## src/rtl/id_scoreboard.sv

```systemverilog
// Register-latency scoreboard for the decode stage.
// Each tracked register has a down-counter holding the cycles left until its
// pending result can be forwarded. Readers of a busy register and writes that
// would finish before an older pending write raise a combinational stall request.
module id_scoreboard #(
  parameter int unsigned NREG = 32,
  parameter int unsigned NRP  = 2,
  parameter int unsigned CW   = 3,
  localparam int unsigned AW  = $clog2(NREG)
) (
  input  logic              clk,
  input  logic              rst,
  input  logic              stall,
  input  logic              issue_valid,
  input  logic [AW-1:0]     issue_waddr,
  input  logic [CW-1:0]     issue_lat,
  input  logic [NRP-1:0]    rd_valid,
  input  logic [NRP*AW-1:0] rd_addr,
  output logic              stallreq,
  output logic [NREG-1:0]   busy,
  output logic [15:0]       stall_cnt
);

  // Register 0 is hardwired zero, so it has no counter at all.
  // Addresses at or above NREG never match an index below, which makes
  // out-of-range registers untracked without any explicit range compare.
  logic [CW-1:0] cnt_q [1:NREG-1];
  logic          raw_hit;
  logic          waw_hit;
  logic          issue_acc;

  // Hazard detection against registered counter state and current inputs.
  always_comb begin
    raw_hit = 1'b0;
    waw_hit = 1'b0;
    for (int unsigned r = 1; r < NREG; r++) begin
      for (int unsigned i = 0; i < NRP; i++) begin
        if (rd_valid[i] && (rd_addr[i*AW +: AW] == AW'(r)) && (cnt_q[r] != '0))
          raw_hit = 1'b1;
      end
      if (issue_valid && (issue_waddr == AW'(r)) && (cnt_q[r] > issue_lat))
        waw_hit = 1'b1;
    end
    stallreq  = raw_hit | waw_hit;
    issue_acc = issue_valid & ~stall & ~stallreq;
  end

  // Busy vector mirrors only the registered counters.
  always_comb begin
    busy    = '0;
    for (int unsigned r = 1; r < NREG; r++)
      busy[r] = (cnt_q[r] != '0);
  end

  // Counters drain every cycle (even under external stall); an accepted issue
  // reloads its destination, taking priority over that register's decrement.
  always_ff @(posedge clk or negedge rst) begin
    if (!rst) begin
      for (int unsigned r = 1; r < NREG; r++)
        cnt_q[r] <= '0;
    end else begin
      for (int unsigned r = 1; r < NREG; r++) begin
        if (issue_acc && (issue_waddr == AW'(r)))
          cnt_q[r] <= issue_lat;
        else if (cnt_q[r] != '0)
          cnt_q[r] <= cnt_q[r] - 1'b1;
      end
    end
  end

  // Saturating count of cycles spent requesting a hazard stall.
  always_ff @(posedge clk or negedge rst) begin
    if (!rst)
      stall_cnt <= '0;
    else if (stallreq && (stall_cnt != '1))
      stall_cnt <= stall_cnt + 16'd1;
  end

endmodule

```

## config.mk

```make
export PLATFORM = sky130hd
export DESIGN_NAME = id_scoreboard
export DESIGN_NICKNAME = d
export VERILOG_FILES = /design/src/rtl/id_scoreboard.sv
export SDC_FILE = /design/constraint.sdc
export NUM_CORES = 1
export LEC_CHECK = 0
export ABC_AREA = 0
export BUFFER_PORTS_ARGS = -buffer_cell sky130_fd_sc_hd__buf_4
export CORE_UTILIZATION = 35
export CTS_CLUSTER_SIZE = 24
export DETAILED_ROUTE_END_ITERATION = 12
export PLACE_DENSITY = 0.5
export SYNTH_ARGS = -nofsm -noshare
export SYNTH_HDL_FRONTEND = slang
export SYNTH_SLANG_ARGS = --single-unit
```

## constraint.sdc

```tcl
create_clock -name clk -period 5.3 [get_ports clk]
set_input_delay 0.265 -clock clk [delete_from_list [all_inputs] [get_ports clk]]
set_output_delay 0.265 -clock clk [all_outputs]
set_load 0.02 [all_outputs]
```

Word-level counts from Yosys, hierarchy flattened
Cells that the tools add are included.

Reduce and logical (&&, ||, !) cells: 280. Order comparisons: 31. Mux-type cells: 155. Add/subtract/negate cells: 32. Bitwise gates (word level): 5. Equal/unequal tests: 94.

Operator list (count): $eq 5x5->1 const B (48); $logic_and 1x1->1 (218); $mux 3 (62); $eq 5x4->1 const B (24); $gt 3x3->1 (31); $mux 1 (93); $reduce_bool 3->1 (31); $sub 3x1->3 const B (31); $reduce_bool 2->1 (31); $eq 5x3->1 const B (12); $eq 5x2->1 const B (6); $add 16x1->16 const B (1); $ne 16x16->1 const B (1); $eq 5x1->1 const B (3); $and 1x1->1 (2); $not 1->1 (2); $or 1x1->1 (1).

Word-level logic and storage cells: 629. Register bits after elaboration: 109. Output and inout port bits: 49. Bits of input ports: 24.

Depth between registers and ports, before layout
Word-level depth: 70. Depth in mapped cells: 14.

Worst setup path before layout
OpenSTA, ideal clock, no wires.

Kind: input to register. From: input issue_lat[1]. To: register cnt_q[39] (netlist bit). Cell stages on the path: 13. Setup slack: 547 ps. Required time: 5173 ps. Library setup time: 127 ps. Path buffers: 2. Arrival: 4625 ps. Cells stage by stage: clkinv_1 -> clkbuf_1 -> ha_1 -> nor2b_1 -> o21a_1 -> o211a_1 -> a2111o_1 -> or4_1 -> or4_1 -> buf_2 -> a211oi_4 -> nand2_2 -> mux2_1.

Cells in the longest elaborated chain, start to end: 38. Elaborated cells between the ends (all ways): 99. Those cells by class: 31 x order compare; 32 x mux; 3 x bitwise; 33 x reduce/logical.

RTL lines: start, declared (line 16) `input logic [CW-1:0] issue_lat,`; $gt 3x3->1 (line 41) `if (issue_valid && (issue_waddr == AW'(r)) && (cnt_q[r] > issue_lat))`; $logic_and 1x1->1 (line 41); $mux 1 (30 in series) (line 41); $mux 1 (*) (line 41); $or 1x1->1 (*) (line 44) `stallreq = raw_hit | waw_hit;`; $not 1->1 (*) (line 45) `issue_acc = issue_valid & ~stall & ~stallreq;`; $and 1x1->1 (*) (line 45); $logic_and 1x1->1 (*) (line 63) `if (issue_acc && (issue_waddr == AW'(r)))`; $mux 3 / $reduce_bool 2->1 (equally long branches); end signal, assigned by index (line 64) `cnt_q[r] <= issue_lat;`; end signal, assigned by index (line 66) `cnt_q[r] <= cnt_q[r] - 1'b1;`; end, declared (line 27) `logic [CW-1:0] cnt_q [1:NREG-1];`.

Mark *: on every way between the ends. The rest lies on a longest branch, timed or not. A chain may end at the register's enable or synchronous reset.

Final worst setup path
From: register cnt_q[21] (netlist bit). To: register cnt_q[1] (netlist bit).

Cells in the longest elaborated chain, start to end: 23. Elaborated cells between the ends (all ways): 35. Those cells by class: 1 x order compare; 25 x mux; 3 x bitwise; 6 x reduce/logical.

RTL lines: $reduce_bool 3->1 (line 38) `if (rd_valid[i] && (rd_addr[i*AW +: AW] == AW'(r)) && (cnt_q[r] != '0))`; $logic_and 1x1->1 (line 38); $mux 1 (16 in series) (line 38); $or 1x1->1 (*) (line 44); $not 1->1 (*) (line 45); $and 1x1->1 (*) (line 45); $logic_and 1x1->1 (*) (line 63); $mux 3 / $reduce_bool 2->1 (equally long branches).

Marked as above.

==> results.py <==
metrics = {
    "run_status": {
        "outcome": "finished, violations left",
        "violations": "DRC",
    },
    "clocking": {
        "cts-buffers-inserted": 9,
        "clk_pin_slew_ns": 0.08,
        "cts_root_buf": "clkbuf_16",
        "cts_tree": "done",
        "post_cts_buffers": 0,
        "clock_latency_ns": 0.36,
        "cts_resized": 0,
        "htreeDepth": 3,
        "ctsHoldBuffers": 0,
        "clock-sinks": 109,
        "clock_path_buffers": 2,
    },
    "grt": {
        "overflow": 0,
        "antenna_found_initial": 0,
        "grt_pass1_vias": 7376,
        "grt.total_usage_pct": 19.3,
        "grt_max_degree": 61,
        "grt_pass1_wl_um": 41400,
    },
    "sta": {
        "drv_slew": 0,
        "max_slew_margin_pct": 27.5,
        "fin_crit_sh_pct": 81.9,
        "rsz0062_at_grt": "no",
        "timing.hold.ws_ns": 0.000865,
        "finalSetupViolCount": 0,
        "skew_ns": 0.00788,
        "finalHoldViolCount": 0,
        "worst_pin_slew_ns": 1.08,
        "tns_ns": 0,
        "fmax_ghz": 0.230,
        "fin_crit_ns": 4.34,
    },
    "floorplanning": {
        "start_util_pct": 35.9,
        "die-area_um2": 27600,
        "dieWidth_um": 166,
        "pin_count": 73,
        "coreArea_um2": 26200,
        "rows": 59,
        "die_h_um": 166,
    },
    "final_layout": {
        "layout_common_cells": "156 x ha_1, 109 x dfrtp_1, 88 x buf_4",
        "fin_util_pct": 40.8,
        "final_common_cell": "ha_1",
        "design_area_um2": 10700,
        "nNetsFinal": 1282,
        "synthToLayoutAreaGrowth_pct": 13.4,
        "post_route_cells_drive_above_1_share_pct": 13.0,
        "n_fill_cell": 2609,
        "diodes": 0,
    },
    "detailed_routing": {
        "totalWireLength_um": 26100,
        "route.detailed.drc": 3,
        "wire_per_inst_um": 18.1,
        "first_pass_iters": 9,
        "first_iter_violations": 390,
        "ant_nets": 0,
        "vias": 7561,
        "vias_per_cell": 5.24,
    },
    "place": {
        "placed_area_um2": 10400,
        "place_hpwl_um": 19900,
        "io_buffers": 71,
        "place.gp.congestion": 0.847,
    },
    "pwr": {
        "leakagePower_nw": 5.19,
        "ir_drop_uv": 285,
        "power_density_nw_per_um2": 515,
    },
    "setup_path": {
        "path_class": "reg -> reg",
        "cp_max_fo": 10,
        "cp.arrival_ns": 4.63,
        "cp-start-kind": "flip-flop",
        "crit_path_end_kind": "flip-flop",
        "required_ns": 5.59,
    },
    "hold_path": {
        "hold_class": "in -> async",
    },
    "logic_synthesis": {
        "ys.flop_type": "dfrtp_1",
        "syn-num-nets": 1208,
        "synth_cell_types": 58,
        "syn_area_per_cell_um2": 9.16,
        "async_flop_share_pct": 100,
        "yosys_warnings": 0,
        "syn_area_um2": 9420,
        "ys_ff_latch": 109,
        "synth-edff-count": 0,
        "yosysSeqAreaShare_pct": 29.0,
        "netlist_instances": 1028,
    },
    "run": {
        "cap_violations": 0,
    },
}
final cells by class:
cell class | count | area [um^2] | area share, %
Inverter | 86 | 323 | 3.02
Tap cell | 335 | 419 | 3.92
Sequential cell | 109 | 2730 | 25.5
Timing Repair Buffer | 88 | 661 | 6.19
Multi-Input combinational cell | 808 | 6260 | 58.6
Clock inverter | 7 | 63.8 | 0.597
Clock buffer | 9 | 225 | 2.11
registers in the layout, indices dropped and copies added, names as in the netlist:
| signal | count |
|---|---|
| cnt_q | 93 |
| stall_cnt | 16 |
synth_stat cells (5+ instances only):
cell type,n,area [um^2]
nor2b_1,30,188
nand3_1,37,185
mux2i_1,77,771
clkbuf_1,18,67.6
o21ai_0,50,250
nor3b_1,6,45.0
a31oi_1,13,81.3
nand2b_1,32,200
nand2_2,6,37.5
a211oi_1,5,37.5
inv_1,84,315
nand4_1,11,68.8
xnor2_1,46,403
buf_2,5,25.0
nor2_1,65,244
a21oi_1,33,165
nand2_1,70,263
mux2_1,7,78.8
and3_1,10,62.6
ha_1,156,1950
mux2_2,23,259
o21a_1,17,128
o211ai_1,12,90.1
o22ai_1,18,113
nand4b_1,9,78.8
nor3_1,22,110
dfrtp_1,109,2730
critical path, stage by stage (launching register included):
cell and delay (ns):
dfrtp_1 0.36, inv_1 0.12, ha_1 0.19, nand2b_1 0.23
mux2_2 0.34, a211oi_1 0.30, o211ai_1 0.13, or4_1 0.60
or4_1 0.78, nor4_1 0.89, nor2_1 0.14, a21oi_1 0.16
power breakdown:
group / total [mW] / internal [mW] / leakage (nW) / switching (mW)
Clock: 0.701 / 0.331 / 0.136 / 0.370
Combinational: 3.24 / 1.49 / 3.75 / 1.74
Sequential: 1.56 / 1.25 / 1.30 / 0.305
Total: 5.50 / 3.08 / 5.19 / 2.42
logic make-up (layout without fill, tap and decap cells):
logic type	Yosys count	after routing	share of synthesized area [%]
compound gates	171	171	11.3
xor+xnor	46	46	4.28
fa+ha+maj	156	156	20.7
buf+inv	111	190	4.53
flops	109	109	29.0
mux	107	107	11.8
other cells	1	1	0.0398
simple gates	327	327	18.3
through the flow:
| step | setup slack, ns | cells | total power [mW] |
|---|---|---|---|
| after floorplan | 0.547 | 1028 | 3.95 |
| after detailed placement | 0.891 | 1426 | 4.83 |
| after global routing | 0.777 | 1442 | 6.10 |
| after CTS | 1.01 | 1442 | 5.56 |
| after global placement | 1.02 | 1426 | 4.81 |
| final | 0.960 | 1442 | 5.50 |
final timing paths:
check,end,cells past startpoint,from,slack [ns]
worst max-delay path,cnt_q[1]$_DFFE_PN0P_,11,cnt_q[21]$_DFFE_PN0P_,0.96
worst min-delay path,cnt_q[13]$_DFFE_PN0P_,1,rst,0.0009
worst max register to register,cnt_q[1]$_DFFE_PN0P_,11,cnt_q[21]$_DFFE_PN0P_,0.96
worst min register to register,stall_cnt[8]$_DFFE_PN0P_,1,stall_cnt[8]$_DFFE_PN0P_,0.50
max in group asynchronous,cnt_q[26]$_DFFE_PN0P_,2,rst,4.07
min in group clk,cnt_q[2]$_DFFE_PN0P_,3,issue_lat[2],0.21
routing by layer:
layer | vias to the layer above | global-route usage (%) | part of all wire, %
met4 | 0 | 5.49 | 2.2
met1 | 3593 | 26.4 | 49
li1 | 3792 | - | -
met2 | 148 | 30.8 | 45
met5 | - | 0 | 0
met3 | 28 | 3.53 | 4.4
Note: power is estimated with default switching activity, not from simulation.
